**config.mk**
```make
export PLATFORM = sky130hd
export DESIGN_NAME = mp64_pll_supervisor
export DESIGN_NICKNAME = d
export VERILOG_FILES = /design/src/rtl/mp64_pll_supervisor.sv
export SDC_FILE = /design/constraint.sdc
export NUM_CORES = 1
export LEC_CHECK = 0
export ABC_AREA = 1
export CORE_UTILIZATION = 50
export DETAILED_ROUTE_END_ITERATION = 6
export GPL_ROUTABILITY_DRIVEN = 0
export PLACE_DENSITY = 0.67
export SLEW_MARGIN = 25
export SYNTH_ARGS = -nofsm -noshare
export SYNTH_HDL_FRONTEND = slang
export SYNTH_SLANG_ARGS = --single-unit
```
**constraint.sdc**
```tcl
create_clock -name clk_in -period 2.5 [get_ports clk_in]
set_clock_uncertainty 0.15 [all_clocks]
set_input_delay 0.5 -clock clk_in [delete_from_list [all_inputs] [get_ports clk_in]]
set_output_delay 0.5 -clock clk_in [all_outputs]
set_load 0.05 [all_outputs]
```
**src/rtl/mp64_pll_supervisor.sv**
```systemverilog
// Multi-channel PLL supervisor: pulses each PLL's reset, filters its lock,
// and releases the derived-domain resets in channel order.
// Latency: lock seen 2 sync cycles + FILTER_CYC after rising; domain release
// RELEASE_GAP cycles after its release condition; all_ready is one more
// register stage. No backpressure: status inputs, level outputs only.
//
// Ports
//   clk_in          free-running reference clock, clocks all logic
//   rst_n           synchronous active-low reset
//   pll_locked_raw  per-channel raw PLL lock (asynchronous, synchronized here)
//   ch_en           per-channel enable; low forces the channel to OFF
//   fault_clr       per-channel single-cycle pulse that leaves FAULT
//   pll_rst         active-high reset to each PLL primitive
//   locked_filt     filtered lock (high while the channel is LOCKED)
//   dom_rst_n       active-low reset for each derived clock domain
//   fault           retries exhausted for the channel
//   loss_sticky     lock was lost after being declared; cleared by rst_n only
//   all_ready       registered: every enabled channel has its domain released

module mp64_pll_supervisor #(
  parameter int NUM_CH       = 2,
  parameter int RST_CYC      = 16,
  parameter int FILTER_CYC   = 256,
  parameter int LOCK_TIMEOUT = 65536,
  parameter int MAX_RETRY    = 3,
  parameter int RELEASE_GAP  = 64
) (
  input  logic              clk_in,
  input  logic              rst_n,
  input  logic [NUM_CH-1:0] pll_locked_raw,
  input  logic [NUM_CH-1:0] ch_en,
  input  logic [NUM_CH-1:0] fault_clr,
  output logic [NUM_CH-1:0] pll_rst,
  output logic [NUM_CH-1:0] locked_filt,
  output logic [NUM_CH-1:0] dom_rst_n,
  output logic [NUM_CH-1:0] fault,
  output logic [NUM_CH-1:0] loss_sticky,
  output logic              all_ready
);

  // Every counter is wide enough for its parameter's full value, so none wraps.
  localparam int RST_W = $clog2(RST_CYC + 1);
  localparam int FLT_W = $clog2(FILTER_CYC + 1);
  localparam int TMO_W = $clog2(LOCK_TIMEOUT + 1);
  localparam int RTY_W = $clog2(MAX_RETRY + 1);
  localparam int REL_W = $clog2(RELEASE_GAP + 1);

  localparam logic [RST_W-1:0] RST_LAST = RST_W'(RST_CYC - 1);
  localparam logic [FLT_W-1:0] FLT_LAST = FLT_W'(FILTER_CYC - 1);
  localparam logic [TMO_W-1:0] TMO_LAST = TMO_W'(LOCK_TIMEOUT - 1);
  localparam logic [RTY_W-1:0] RTY_LAST = RTY_W'(MAX_RETRY - 1);
  localparam logic [REL_W-1:0] REL_MAX  = REL_W'(RELEASE_GAP);

  localparam logic [2:0] ST_OFF    = 3'd0;
  localparam logic [2:0] ST_RST    = 3'd1;
  localparam logic [2:0] ST_WAIT   = 3'd2;
  localparam logic [2:0] ST_LOCKED = 3'd3;
  localparam logic [2:0] ST_FAULT  = 3'd4;

  logic all_ready_q;
  logic all_ready_d;

  for (genvar i = 0; i < NUM_CH; i++) begin : g_ch

    logic             sync1_q;
    logic             sync2_q;
    logic [2:0]       state_q,    state_d;
    logic [RST_W-1:0] rst_cnt_q,  rst_cnt_d;
    logic [FLT_W-1:0] filt_cnt_q, filt_cnt_d;
    logic [TMO_W-1:0] tmo_cnt_q,  tmo_cnt_d;
    logic [RTY_W-1:0] retry_q,    retry_d;
    logic             loss_q,     loss_d;
    logic [REL_W-1:0] rel_cnt_q,  rel_cnt_d;
    logic             dom_q,      dom_d;
    logic             lock_s;
    logic             prev_ok;
    logic             rel_cond;

    assign lock_s = sync2_q;

    // Release chains upward: channel i waits for channel i-1's domain,
    // unless channel i-1 is disabled and therefore out of the chain.
    if (i == 0) begin : g_first
      assign prev_ok = 1'b1;
    end else begin : g_chain
      assign prev_ok = dom_rst_n[i-1] | ~ch_en[i-1];
    end

    // Lock / retry state machine.
    always_comb begin
      state_d    = state_q;
      rst_cnt_d  = rst_cnt_q;
      filt_cnt_d = filt_cnt_q;
      tmo_cnt_d  = tmo_cnt_q;
      retry_d    = retry_q;
      loss_d     = loss_q;

      if (!ch_en[i]) begin
        // Disable wins from any state; loss history survives.
        state_d    = ST_OFF;
        rst_cnt_d  = '0;
        filt_cnt_d = '0;
        tmo_cnt_d  = '0;
        retry_d    = '0;
      end else begin
        case (state_q)
          ST_OFF: begin
            state_d   = ST_RST;
            rst_cnt_d = '0;
          end

          ST_RST: begin
            if (rst_cnt_q == RST_LAST) begin
              state_d    = ST_WAIT;
              filt_cnt_d = '0;
              tmo_cnt_d  = '0;
            end else begin
              rst_cnt_d = rst_cnt_q + 1'b1;
            end
          end

          ST_WAIT: begin
            // Run-length of synced-high cycles; any low cycle restarts it.
            filt_cnt_d = lock_s ? filt_cnt_q + 1'b1 : '0;
            tmo_cnt_d  = tmo_cnt_q + 1'b1;
            // Lock is tested first so it wins a same-cycle timeout.
            if (lock_s && (filt_cnt_q == FLT_LAST)) begin
              state_d = ST_LOCKED;
            end else if (tmo_cnt_q == TMO_LAST) begin
              retry_d   = retry_q + 1'b1;
              rst_cnt_d = '0;
              state_d   = (retry_q == RTY_LAST) ? ST_FAULT : ST_RST;
            end
          end

          ST_LOCKED: begin
            if (!lock_s) begin
              loss_d    = 1'b1;
              retry_d   = '0;
              rst_cnt_d = '0;
              state_d   = ST_RST;
            end
          end

          ST_FAULT: begin
            if (fault_clr[i]) begin
              retry_d   = '0;
              rst_cnt_d = '0;
              state_d   = ST_RST;
            end
          end

          default: begin
            state_d = ST_OFF;
          end
        endcase
      end
    end

    // Domain release: the condition must hold RELEASE_GAP consecutive cycles;
    // the counter saturates so the domain stays released while it holds.
    assign rel_cond = ch_en[i] & (state_q == ST_LOCKED) & prev_ok;

    always_comb begin
      rel_cnt_d = '0;
      if (rel_cond) begin
        rel_cnt_d = (rel_cnt_q == REL_MAX) ? rel_cnt_q : rel_cnt_q + 1'b1;
      end
      dom_d = rel_cond & (rel_cnt_d == REL_MAX);
    end

    always_ff @(posedge clk_in) begin
      if (!rst_n) begin
        sync1_q    <= 1'b0;
        sync2_q    <= 1'b0;
        state_q    <= ST_OFF;
        rst_cnt_q  <= '0;
        filt_cnt_q <= '0;
        tmo_cnt_q  <= '0;
        retry_q    <= '0;
        loss_q     <= 1'b0;
        rel_cnt_q  <= '0;
        dom_q      <= 1'b0;
      end else begin
        sync1_q    <= pll_locked_raw[i];
        sync2_q    <= sync1_q;
        state_q    <= state_d;
        rst_cnt_q  <= rst_cnt_d;
        filt_cnt_q <= filt_cnt_d;
        tmo_cnt_q  <= tmo_cnt_d;
        retry_q    <= retry_d;
        loss_q     <= loss_d;
        rel_cnt_q  <= rel_cnt_d;
        dom_q      <= dom_d;
      end
    end

    // The PLL is held in reset everywhere except while acquiring or locked.
    assign pll_rst[i]     = (state_q == ST_OFF) | (state_q == ST_RST) |
                            (state_q == ST_FAULT);
    assign locked_filt[i] = (state_q == ST_LOCKED);
    assign fault[i]       = (state_q == ST_FAULT);
    assign loss_sticky[i] = loss_q;
    // Masking with ch_en keeps a disabled domain in reset immediately.
    assign dom_rst_n[i]   = dom_q & ch_en[i];
  end

  assign all_ready_d = (|ch_en) & (&(dom_rst_n | ~ch_en));

  always_ff @(posedge clk_in) begin
    if (!rst_n) begin
      all_ready_q <= 1'b0;
    end else begin
      all_ready_q <= all_ready_d;
    end
  end

  assign all_ready = all_ready_q;

endmodule

```
==> impl_results.md, run 1 <==
* Worst-Margin Slew at 0.5525 ns
* Syn_area_per_cell at 6.647 um2
* Routed len/inst at 11.69 um
* Net Count, Synth at 798
* Die Ht at 103.3 um
* Synth warn at 0
* Tmin final at 2.307 ns
* TritonCTS Buffers at 9
* Clock root buffer: clkbuf_8
* Hpwl dp at 7874 um
* CP Class: reg -> reg
* Post-synthesis sequential area ratio at 37.06%
* Share of cells above drive strength 1 at 10.46%
* Critical R2R Launch: g_ch[1].tmo_cnt_q[0]
* Clk_lat worst skew at 0.36 ns
* Layout Nets at 825
* Largest net degree at the start of global routing at 23
* P&R area growth vs syn at 11.58%
* Vias in the first global route at 4,297
* CP startpoint: g_ch[1].tmo_cnt_q[0]
* Design Area, Final at 5725 um2
* DRC Markers at 0
* CTS clk-pin slew, worst paths at 0.09 ns
* Synth Register Bits at 95
* Final Core Density at 58.04%
* Crit. End Element: flop
* Die width at 103.3 um
* Buffers on Ports at 18
* Flip-flop and latch area at 1908 um2
* Initial antenna violation count at 0
* Fill cell count at 953
* Setup crit end: g_ch[1].rst_cnt_q[0]
* H-tree levels at 3
* Antenna-violating nets left at 0
* Worst endpoint required time at 2.61 ns
* R2R Setup Slk at 0.19 ns
* Reg-to-Reg End: g_ch[1].rst_cnt_q[0]
* Grt met1 use at 28.39%
* Clk buf depth at 2
* First-pass DRT Iterations at 4
* Area of the multi-input gates at 2813 um2
* Cell count after placement at 915
* Final WL at 10,940 um
* First-pass GRT wire length at 18,460 um
* Leakage power at 2.221 nW
* Critical path arrival at 2.41 ns
* CP max FO at 3
* Non-Filler Instances at 936
* Pwr Density at 469.9 nW/um2
* Status: complete, no violations
* Initial Utilization at 52.02%
* Placed cell areas at 5450 um2
* CTS tree: yes
* R2R depth at 14
* Synthesized area at 5131 um2
* Hold Path Class: reg -> reg
* Total I/O pin count at 19
* Clock sink total at 95
* Max cap viols at 0
* Antenna cells at 0
* Fin. Hold Viols at 0
* Gr ovfl total at 0
* Row cnt at 36
* Crit path launch type: flop
* DRT iter0 DRCs at 164
* Die area at 10,670 um2
* Final Setup Violations at 0
* Distinct cells, synth at 37
* GR Layer Usage met3 at 2.688%
* Rel. slew slack at 63.12%
* Vias per cell at 5.181
* Peak VDD IR at 0.0002826 V
* GRT Total Usage at 21.62%
* Post-Syn Instances at 772
* Pins Over Slew Limit at 0
* Placeable Area at 9864 um2
* Global routing's busiest layer: met2
* Fmax at 0.4335 GHz
* Vias after detailed routing at 4,849
* Met2 track demand over resource at 36.56%
* Period utilisation layout at 92.28%
* Setup TNS at 0 ns
-- final cells by class --
class	instances	share of cell area (%)
clock buffer	10	2.229
clock inverter	5	0.6337
inverter	105	6.884
multi-input combinational	558	49.13
sequential	95	33.33
tap	133	2.906
timing repair buffer	30	4.895
-- critical path: stages, from the launching register on --
cell	delay [ns]
dfxtp_2	0.37
ha_4	0.14
nand2_2	0.08
nor2_4	0.15
nand3_2	0.10
inv_2	0.07
nand3_1	0.07
nor4_2	0.26
ha_2	0.22
nor2_1	0.06
nor2_4	0.14
buf_4	0.13
nand3_1	0.08
nand2_1	0.12
nor2_1	0.06
-- placed cells by master, fill, tap and decap left out, types with 10 or more instances in the layout --
master and count:
a21oi_1 59, buf_4 17, clkdlybuf4s50_1 10, dfxtp_1 90, ha_1 15, inv_1 92, inv_2 13, nand2_1 187
nand3_1 70, nand4_1 14, nor2_1 101, nor3_1 12, o21ai_0 29
-- sequential cells by signal (all words and copies together), names as in the netlist --
signal	count
all_ready	1
g_ch.dom_q	2
g_ch.filt_cnt_q	18
g_ch.lock_s	2
g_ch.loss_q	2
g_ch.rel_cnt_q	14
g_ch.retry_q	4
g_ch.rst_cnt_q	10
g_ch.state_q	6
g_ch.sync1_q	2
g_ch.tmo_cnt_q	34
-- kinds of logic (layout without fill, tap and decap cells) --
logic type | after synthesis | count (layout) | share of synthesized area (%)
XOR/XNOR | 6 | 6 | 1.024
buffers and inverters | 119 | 150 | 9.242
AND/OR/NAND/NOR | 420 | 420 | 36.31
flip-flops | 95 | 95 | 37.06
AO/OA/AOI/OAI | 114 | 114 | 11.97
adder cells (fa/ha/maj) | 18 | 18 | 4.389
-- how the worst min path moves through the flow --
| stage | cells past startpoint | startpoint | endpoint | slack, ns |
|---|---|---|---|---|
| finish | 2 | g_ch[1].sync1_q | g_ch[1].lock_s | 0.27 |
| detailed placement | 2 | g_ch[1].sync1_q | g_ch[1].lock_s | 0.25 |
| CTS | 2 | g_ch[0].sync1_q | g_ch[0].lock_s | 0.28 |
| floorplan | 2 | g_ch[0].sync1_q | g_ch[0].lock_s | 0.24 |
| global placement | 2 | g_ch[0].sync1_q | g_ch[0].lock_s | 0.24 |
| global route | 2 | g_ch[1].sync1_q | g_ch[1].lock_s | 0.30 |
-- per-stage QoR --
stage	total power [W]	setup WS, ns	hold WS (ns)
floorplan	0.001758	0.3031	0.2405
global placement	0.001813	0.1677	0.2444
detailed placement	0.001818	0.02333	0.2527
CTS	0.002712	0.007540	0.2752
global route	0.002817	-0.05955	0.2994
finish	0.002691	0.1929	0.2723
-- power by group --
part           internal [W]  leakage (nW)  switching (W)  total (W)
combinational     0.0000825          1.38       0.000168   0.000251
sequential          0.00153         0.769      0.0000168    0.00154
clock              0.000356        0.0744       0.000539   0.000896
total               0.00197          2.22       0.000725    0.00269
-- repair_timing --
action,4_1_cts,5_1_grt
setup buffers,0,6
resized for setup,0,21
endpoints found under the setup margin,0,17
hold buffers,0,0
-- synth_stat cells (all sizes together) --
cell	n	share of area, %
inv	105	7.7
a21boi	1	0.15
clkbuf	5	0.37
xor2	4	0.68
nor4	1	0.12
o21bai	2	0.29
nor3b	2	0.29
nor2	115	9.4
nand4	14	1.7
o22ai	4	0.49
nor3	14	1.6
a31oi	2	0.24
nand3	75	7.9
dfxtp	95	37
ha	18	4.4
a21oi	59	5.8
xnor2	2	0.34
o21ai	35	3.4
a31o	1	0.17
buf	9	1.2
and2	1	0.12
a211oi	7	1.0
a22oi	1	0.15
o211ai	2	0.29
nand3b	5	0.73
nand2	193	14
-- layer usage --
layer / wire [um] / part of all wire [%]
met5: 0 / 0
met1: 5373 / 49
met2: 5158 / 47
met3: 260 / 2.4
met4: 146 / 1.3
No activity file was read; power rests on OpenSTA's default activity.
==> run 2: changes to the inputs <==
Settings changed: CORE_ASPECT_RATIO from default to 2.
==> run 2 against run 1 <==
Against the previous run: global-route usage up 2.2 points; count of clock-buffer cells in the layout up 1; hold slack worse by 0.0070 ns; critical path depth down 12; largest power group unchanged; utilization down 0.062 points; sequential share of layout area down 0.55 points; total power up 17%; design area up 1.5%; register-to-register slack about the same; die area up 0.22%; non-clock buffer count down 3; critical path type is now reg -> out; routed wire length up 7.4%.
==> impl_results.md, run 2 (synthesized netlist as in run 1, its figures left out) <==
* RSZ-0062 raised after global routing: false
* CTS tree: yes
* Pins Over Slew Limit at 0 (unchanged)
* CTS clk-pin slew, worst paths at 0.07 ns (-0.02 ns)
* Critical path arrival at 1.76 ns (-0.65 ns)
* Peak VDD IR at 0.0003649 V (+29%)
* Placed cell areas at 5480 um2 (+0.55%)
* Total I/O pin count at 19 (unchanged)
* Most frequent cells in the layout: 188 x nand2_1, 101 x nor2_1, 93 x inv_1, 93 x dfxtp_1, 71 x nand3_1
* Worst-Margin Slew at 0.5083 ns (-0.04421 ns)
* Largest net degree at the start of global routing at 23 (unchanged)
* Die area at 10,700 um2 (+0.22%)
* Vias in the first global route at 4,970 (+16%)
* Hpwl dp at 8875 um (+13%)
* Minimum hold slack at 0.2654 ns (-0.006955 ns)
* First-pass GRT wire length at 20,350 um (+10%)
* Pwr Density at 541.0 nW/um2 (+15%)
* Share of cells above drive strength 1 at 9.114% (-1.3 points)
* Clock sink total at 95 (unchanged)
* Commonest non-fill, non-tap cell in the layout: nand2_1
* Die Ht at 145.3 um (+41%)
* Buffers on Ports at 18 (unchanged)
* Design Area, Final at 5809 um2 (+1.5%)
* Period utilisation layout at 96.44% (+4.2 points)
* Vias per cell at 5.244 (+1.2%)
* Tmin final at 2.411 ns (+0.1039 ns)
* Final Setup Violations at 0 (unchanged)
* Hold Startpoint: g_ch[1].sync1_q
* Clk_lat worst skew at 0.34 ns (-0.02 ns)
* Die width at 73.63 um (-29%)
* Net Sw Power at 0.0007599 W (+4.9%)
* Fin. Hold Viols at 0 (unchanged)
* Comb power frac at 7.9% (-1.4 points)
* Crit path launch type: flop
* First-pass DRT Iterations at 4 (unchanged)
* Largest Register: g_ch.tmo_cnt_q
* Setup bufs post-CTS at 0 (unchanged)
* Critical R2R Launch: g_ch[1].tmo_cnt_q[0]
* Rel. slew slack at 66.06% (+2.9 points)
* CP max FO at 8 (+5)
* Routed len/inst at 12.55 um (+7.4%)
* P&R area growth vs syn at 13.22%
* Gr ovfl total at 0 (unchanged)
* Regs by FF count: g_ch.tmo_cnt_q (34), g_ch.filt_cnt_q (18), g_ch.rel_cnt_q (14)
* Antenna-violating nets left at 0 (unchanged)
* Initial antenna violation count at 0 (unchanged)
* Hold Crit Depth at 2 (unchanged)
* Antenna cells at 0 (unchanged)
* R2R Setup Slk at 0.19 ns (about the same)
* Reg-to-Reg End: g_ch[1].rst_cnt_q[4]
* H-tree levels at 3 (unchanged)
* Leakage power at 2.277 nW (+2.5%)
* CP max stage delay at 0.81 ns (+0.44 ns)
* Clock power frac at 42.9% (+9.6 points)
* Setup TNS at 0 ns (unchanged)
* GRT Total Usage at 23.77% (+2.2 points)
* Worst endpoint required time at 1.85 ns (-0.76 ns)
* Row cnt at 52 (+44%)
* CP max stage cell: clkdlybuf4s50_1
* Crit. End Element: primary output
* Placeable Area at 10,020 um2 (+1.6%)
* DRC Markers at 0 (unchanged)
* Initial Utilization at 51.21% (-0.81 points)
* Hold Path Class: reg -> reg
* Sw frac at 24.18% (-2.7 points)
* Max cap viols at 0 (unchanged)
* Clock root buffer: clkbuf_16
* Internal power at 0.002383 W (+21%)
* CP Class: reg -> out
* R2R depth at 15 (+1)
* DRT iter0 DRCs at 227 (+38%)
* Flop pwr share at 49.2% (-8.2 points)
* Clk buf depth at 2 (unchanged)
* Layout Nets at 822 (-0.36%)
* Hold EP: g_ch[1].lock_s
* TritonCTS Buffers at 9 (unchanged)
* Status: complete, no violations
* Vias after detailed routing at 4,908 (+1.2%)
* Fmax at 0.4148 GHz (-4.3%)
* Final WL at 11,750 um (+7.4%)
* Cell breakdown of the critical path: a21oi_1 > clkdlybuf4s50_1
* Max FFs per register at 34 (unchanged)
[run 2: cell count changes in the layout (fill, tap and decap cells not counted), sizes merged]
cell,before,now
dlygate4sd2,0,1
bufinv,0,1
buf,19,14
clkbuf,10,11
clkinvlp,3,2
clkdlybuf4s50,10,11
[run 2: timing repair]
item	4_1_cts	5_1_grt
gates resized for setup	1	13
pin swaps	0	3
hold buffers	0	0
endpoints found under the setup margin	1	18
[run 2: critical path, delay by kind of cell, from the launching register on]
family                 cells  cell delay [ns]
AOI/OAI and AO/OA          1             0.19
DFF                        1             0.43
buffers and inverters      1             0.81
[run 2: layout make-up]
cell class / instances / area (um2)
Timing Repair Buffer: 27 / 265.3
Clock inverter: 5 / 58.81
Clock buffer: 11 / 232.7
Fill cell: 999 / 4210
Sequential cell: 95 / 1904
Tap cell: 135 / 168.9
Multi-Input combinational cell: 558 / 2785
Inverter: 105 / 394.1
[run 2: power groups by stage]
stage               Clock, W  Combinational (W)  Sequential (W)
global placement           0           0.000243         0.00158
global route         0.00146           0.000279         0.00155
floorplan                  0           0.000184         0.00157
detailed placement         0           0.000248         0.00158
CTS                  0.00139           0.000249         0.00154
finish               0.00135           0.000248         0.00155
[run 2: per-layer routing]
layer | track usage [%] | vias to the layer above | wire length, um | part of all wire, %
li1 | - | 2544 | - | -
met1 | 23.50 | 2296 | 4685 | 40
met2 | 44.95 | 54 | 6622 | 56
met3 | 3.889 | 14 | 189 | 1.6
met4 | 11.83 | 0 | 251 | 2.1
met5 | 0 | - | 0 | 0
[run 2: metrics by stage]
| step | setup WS [ns] | power [W] | util [%] | cells |
|---|---|---|---|---|
| 6_report | 0.08908 | 0.003143 | 57.98 | 936 |
| 3_5_place_dp | 0.09445 | 0.001828 | 54.70 | 920 |
| 4_1_cts | 0.04509 | 0.003180 | 57.59 | 936 |
| 3_3_place_gp | 0.1878 | 0.001821 | 54.70 | 920 |
| 5_1_grt | 0.004974 | 0.003284 | 57.98 | 936 |
| 2_1_floorplan | 0.3031 | 0.001758 | - | 772 |
[run 2: worst max path at each step]
stage	from	end	slack, ns	depth (start not counted)
after floorplan	g_ch[1].tmo_cnt_q[0]	g_ch[1].retry_q[0]	0.30	13
after global placement	g_ch[1].tmo_cnt_q[0]	g_ch[1].rst_cnt_q[0]	0.19	14
after CTS	g_ch[1].state_q[0]	pll_rst[1]	0.05	4
after detailed placement	g_ch[1].tmo_cnt_q[0]	g_ch[1].rst_cnt_q[4]	0.09	14
after global routing	g_ch[1].tmo_cnt_q[0]	g_ch[1].rst_cnt_q[4]	0.005	15
final	g_ch[0].state_q[0]	pll_rst[0]	0.09	2
==> run 3: changes to the inputs <==
Settings changed: CTS_CLUSTER_DIAMETER from default to 80, CTS_CLUSTER_SIZE from default to 24, TNS_END_PERCENT from default to 1.
==> run 3 against run 2 <==
Against the previous run: global-route usage stayed put; die area stayed put; critical endpoint unchanged; via count is 0.45% higher; clock power is essentially flat; largest power group unchanged.
==> impl_results.md, run 3 (synthesized netlist as in run 1, its figures left out) <==
* Die area at 10,700 um2 (unchanged)
* Max cap viols at 0 (unchanged)
* Internal power at 0.002382 W (about the same)
* CP max stage delay at 0.81 ns (about the same)
* Comb power frac at 7.9% (about the same)
* Share of cells above drive strength 1 at 8.614% (-0.50 points)
* Peak VDD IR at 0.0003649 V (about the same)
* Routed len/inst at 12.56 um (about the same)
* Pwr Density at 541.6 nW/um2 (+0.11%)
* Vias after detailed routing at 4,930 (+0.45%)
* Fmax at 0.4148 GHz (about the same)
* Pins Over Slew Limit at 0 (unchanged)
* Gr ovfl total at 0 (unchanged)
* Final Setup Violations at 0 (unchanged)
* P&R area growth vs syn at 13.00%
* Buffers on Ports at 18 (unchanged)
* Hold buffer count at CTS at 0 (unchanged)
* Fin. Hold Viols at 0 (unchanged)
* Vias per cell at 5.267 (+0.45%)
* DRC Markers at 0 (unchanged)
* Vias in the first global route at 4,970 (unchanged)
* Clock root buffer: clkbuf_16
* Leakage power at 2.275 nW (about the same)
* Sw frac at 24.15% (-0.035 points)
* Die Ht at 145.3 um (unchanged)
* CTS clk-pin slew, worst paths at 0.07 ns (about the same)
* Area of the multi-input gates at 2780 um2 (-0.18%)
* CTS tree: yes
* Setup TNS at 0 ns (unchanged)
* Total power at 0.003140 W (about the same)
* Grt met1 use at 23.50% (unchanged)
* Largest Register: g_ch.tmo_cnt_q
* Regs by FF count: g_ch.tmo_cnt_q (34), g_ch.filt_cnt_q (18), g_ch.rel_cnt_q (14)
* Antenna-violating nets left at 0 (unchanged)
* Hpwl dp at 8875 um (unchanged)
* Clock sink total at 95 (unchanged)
* Placeable Area at 10,020 um2 (unchanged)
* Period utilisation layout at 96.43% (about the same)
* Cell breakdown of the critical path: a21oi_1 > clkdlybuf4s50_1
* Crit path launch type: flop
* Met2 track demand over resource at 44.95% (unchanged)
* GR Layer Usage met3 at 3.889% (unchanged)
* First-pass GRT wire length at 20,350 um (unchanged)
* Total I/O pin count at 19 (unchanged)
* Hold Path Class: reg -> reg
* Crit. End Element: primary output
* Net Sw Power at 0.0007582 W (-0.23%)
* H-tree levels at 3 (unchanged)
* Row cnt at 52 (unchanged)
* Rel. slew slack at 66.06% (unchanged)
* Commonest non-fill, non-tap cell in the layout: nand2_1
* RSZ-0062 raised after global routing: true
* Global routing's busiest layer: met2
* CP max FO at 8 (unchanged)
* Final WL at 11,760 um (about the same)
* Worst endpoint required time at 1.85 ns (about the same)
* Max FFs per register at 34 (unchanged)
* Tmin final at 2.411 ns (-0.0002343 ns)
* Status: complete, no violations
* Fill cell count at 1,001 (+0.20%)
* Largest net degree at the start of global routing at 23 (unchanged)
* TritonCTS Buffers at 9 (unchanged)
* Initial Utilization at 51.21% (unchanged)
* Clock power frac at 42.9% (about the same)
* Critical path arrival at 1.76 ns (about the same)
* Die width at 73.63 um (unchanged)
* DRT iter0 DRCs at 227 (unchanged)
* Flop pwr share at 49.2% (about the same)
* First-pass DRT Iterations at 4 (unchanged)
* Worst-Margin Slew at 0.5083 ns (-0.0000008941 ns)
* Flip-flop and latch area at 1902 um2 (-0.13%)
* Clk buf depth at 2 (unchanged)
* GRT Total Usage at 23.77% (unchanged)
* CP max stage cell: clkdlybuf4s50_1
* Clk_lat worst skew at 0.34 ns (about the same)
* Initial antenna violation count at 0 (unchanged)
* Layout Nets at 822 (unchanged)
* Most frequent cells in the layout: 188 x nand2_1, 102 x nor2_1, 95 x dfxtp_1, 93 x inv_1, 71 x nand3_1
* Antenna cells at 0 (unchanged)
* CP Class: reg -> out
[run 3: changes by cell type in the layout (fill, tap and decap cells not counted)]
cell     before  now
buf_6         1    0
buf_4        11   12
nor2_1      101  102
ha_1         16   17
dfxtp_2       2    0
dfxtp_1      93   95
ha_2          2    1
nor2_2        9    8
[run 3: final timing paths]
path | from | slack [ns] | end | cells past startpoint
worst max-delay path | g_ch[0].state_q[0] | 0.09 | pll_rst[0] | 2
worst min register to register | g_ch[1].sync1_q | 0.26 | g_ch[1].lock_s | 2
worst min-delay path | g_ch[1].sync1_q | 0.26 | g_ch[1].lock_s | 2
worst max register to register | g_ch[1].tmo_cnt_q[0] | 0.20 | g_ch[1].rst_cnt_q[4] | 15
[run 3: power by group through the flow]
stage               sequential, W  clock, W  combinational [W]
global route              0.00155   0.00146           0.000278
floorplan                 0.00157         0           0.000184
global placement          0.00158         0           0.000243
CTS                       0.00154   0.00139           0.000249
detailed placement        0.00158         0           0.000248
finish                    0.00155   0.00135           0.000248
[run 3: layer usage]
layer | share of wire [%] | vias to the layer above
met5 | 0 | -
met4 | 2.2 | 0
met3 | 1.6 | 14
met2 | 57 | 55
met1 | 40 | 2317
li1 | - | 2544
[run 3: per-stage QoR]
step	cell area, um2	worst slack, ns	hold WS, ns	util (%)	cells
global placement	5480	0.1878	0.2497	54.70	920
global route	5798	-0.01871	0.2791	57.87	936
finish	5798	0.08931	0.2644	57.87	936
detailed placement	5480	0.09445	0.2508	54.70	920
CTS	5771	0.04509	0.2677	57.59	936
floorplan	5131	0.3031	0.2405	-	772
[run 3: timing repair]
| item | CTS | global route |
|---|---|---|
| resized for setup | 1 | 8 |
| pin swaps | 0 | 1 |
| endpoints found under the hold margin | 0 | 0 |
| endpoints found under the setup margin | 1 | 18 |
| setup buffers | 0 | 0 |
| cloned | 0 | 0 |
[run 3: area by class of cell]
cell class	count	area share (%)
inverter	105	6.798
multi-input combinational	558	47.95
sequential	95	32.80
tap	135	2.913
timing repair buffer	27	4.510
clock inverter	5	1.014
clock buffer	11	4.014
[run 3: critical path: cells and delay by family (launching register included)]
family                 cells  cell delay [ns]
buffers and inverters      1             0.81
flip-flops                 1             0.43
AO/OA/AOI/OAI              1             0.19
==> RTL edit: new RTL, flow settings as in run 2 <==
Change the parameter `NUM_CH` from 2 to 4.
--- a/src/rtl/mp64_pll_supervisor.sv
+++ b/src/rtl/mp64_pll_supervisor.sv
@@ -19,5 +19,5 @@
 
 module mp64_pll_supervisor #(
-  parameter int NUM_CH       = 2,
+  parameter int NUM_CH       = 4,
   parameter int RST_CYC      = 16,
   parameter int FILTER_CYC   = 256,
Ports: changed (8 resized); port bits go from 19 to 35. The function was not compared with the original's and may differ.
==> RTL edit against run 2 <==
- setup slack improved by 11 ps
- utilization grew 0.45 points
- non-clock buffer count rose by 32
- final cell count rose by 100%
- total power rose by 110%
- design area is 110% higher
- area after synthesis is 100% higher
- sequential cell count grew 94
- wire length is 100% higher
- critical endpoint is now pll_rst[2]
==> RTL edit: results (changes against run 2) <==
status: completed (unchanged)
nets@finish: 1686 (was 822)
commonest cells in the netlist: 408 x nand2_1, 222 x nor2_1, 199 x inv_1 (was 188 x nand2_1, 104 x nor2_1, 95 x dfxtp_1)
layout cells sized above 1: 0.105 (was 0.0911)
top flop regs: g_ch.tmo_cnt_q: 68 flops, g_ch.filt_cnt_q: 36 flops, g_ch.rel_cnt_q: 28 flops (was g_ch.tmo_cnt_q: 34 flops, g_ch.filt_cnt_q: 18 flops, g_ch.rel_cnt_q: 14 flops)
sequential share of the synthesized area: 0.360 (was 0.371)
R2R Path Start: g_ch[0].tmo_cnt_q[0] (was g_ch[1].tmo_cnt_q[0])
Clk Latency, worst-skew pair: 440 ps (was 340 ps)
syn_nets: 1644 (was 798)
Inverters: 219 (was 105)
drt initial violations: 437 (was 227)
placed insts: 1880 (was 920)
Pre-antenna DRT Iters: 6 (was 4)
Sequential Area: 3790 sq um (was 1900 sq um)
non-clock buffer share of cell area: 0.0487 (was 0.0457)
ClkCell Share: 0.0558 (was 0.0502)
Net Sw Power: 1.57 mW (was 760 uW)
Vias: 10100 (was 4908)
clock share of power: 0.457 (was 0.429)
top cells by area, synth: dfxtp_1 36%, nand2_1 15%, nor2_1 7.9% (was dfxtp_1 37%, nand2_1 14%, nor2_1 7.6%)
Multi-input gate area: 5760 sq um (was 2790 sq um)
hold_sp: g_ch[3].sync1_q (was g_ch[1].sync1_q)
final hold slack: 266 ps (was 265 ps)
Leakage Power: 4.61 nW (was 2.28 nW)
TritonCTS buffer count: 17 (was 9)
Port Buffer Count: 34 (was 18)
fill cell count: 1979 (was 999)
total wire length: 24000 microns (was 11700 microns)
worst reg2reg endpoint: g_ch[0].retry_q[0] (was g_ch[1].rst_cnt_q[4])
Seq cells: 189 (was 95)
first-pass GRT wire length: 41000 microns (was 20300 microns)
maximum VDD drop: 0.401 mV (was 0.365 mV)
critical path fanouts, max: 4 (was 8)
Worst Hold End: g_ch[3].lock_s (was g_ch[1].lock_s)
gr usage total: 0.231 (was 0.238)
CP startpoint: g_ch[2].state_q[2] (was g_ch[0].state_q[0])
hpwl dp: 18000 microns (was 8880 microns)
pin count of the biggest net entering global routing: 24 (was 23)
Non-clk bufs: 59 (was 27)
Avg Inst Size Synth: 6.59 sq um (was 6.65 sq um)
#MultiIn Comb: 1150 (was 558)
[RTL edit: changes by cell type in the layout (fill, tap and decap cells not counted), moves of 8 or more]
| cell | delta |
|---|---|
| nand2_1 | +218 |
| nor2_1 | +112 |
| inv_1 | +106 |
| dfxtp_1 | +90 |
| nand3_1 | +60 |
| a21oi_1 | +56 |
| o21ai_0 | +41 |
| nand4_1 | +23 |
| buf_4 | +19 |
| ha_1 | +15 |
| nand2_2 | +12 |
| a21oi_2 | +8 |
| clkbuf_16 | +8 |
| clkdlybuf4s50_1 | +8 |
[RTL edit: logic make-up after synthesis]
| logic type | Yosys count | synth area share |
|---|---|---|
| AOI/OAI and AO/OA | 227 | 0.119 |
| xor gates and xnor gates | 6 | 0.00500 |
| adders and majority gates | 36 | 0.0429 |
| buffers and inverters | 255 | 0.100 |
| DFF | 189 | 0.360 |
| and+or+nand+nor | 881 | 0.373 |
[RTL edit: layer usage]
metal,track usage,wire (microns),vias up
li1,-,-,5228
met1,0.220,9410,4647
met2,0.478,13500,137
met3,0.0383,680,43
met4,0.0918,492,0
met5,0,0,-
[RTL edit: stage by stage]
step	power [mW]	utilization	instance area, sq um	setup slack (ps)
after detailed placement	3.67	0.546	11200	32.9
after CTS	6.72	0.578	11800	12.1
after floorplan	3.53	-	10500	365
after global placement	3.67	0.546	11200	123
final	6.66	0.584	12000	99.9
after global routing	6.90	0.584	12000	-63.2
[RTL edit: worst max-delay path, stage by stage, from the launching register on]
cell             delay [ps]
dfxtp_1                 350
a21oi_1                 140
clkdlybuf4s50_1         820
[RTL edit: timing repair]
action,CTS,global route
endpoints found under the setup margin,3,36
buffers inserted,0,3
resized for setup,3,30
pin swaps,0,8
hold endpoints to repair,0,0
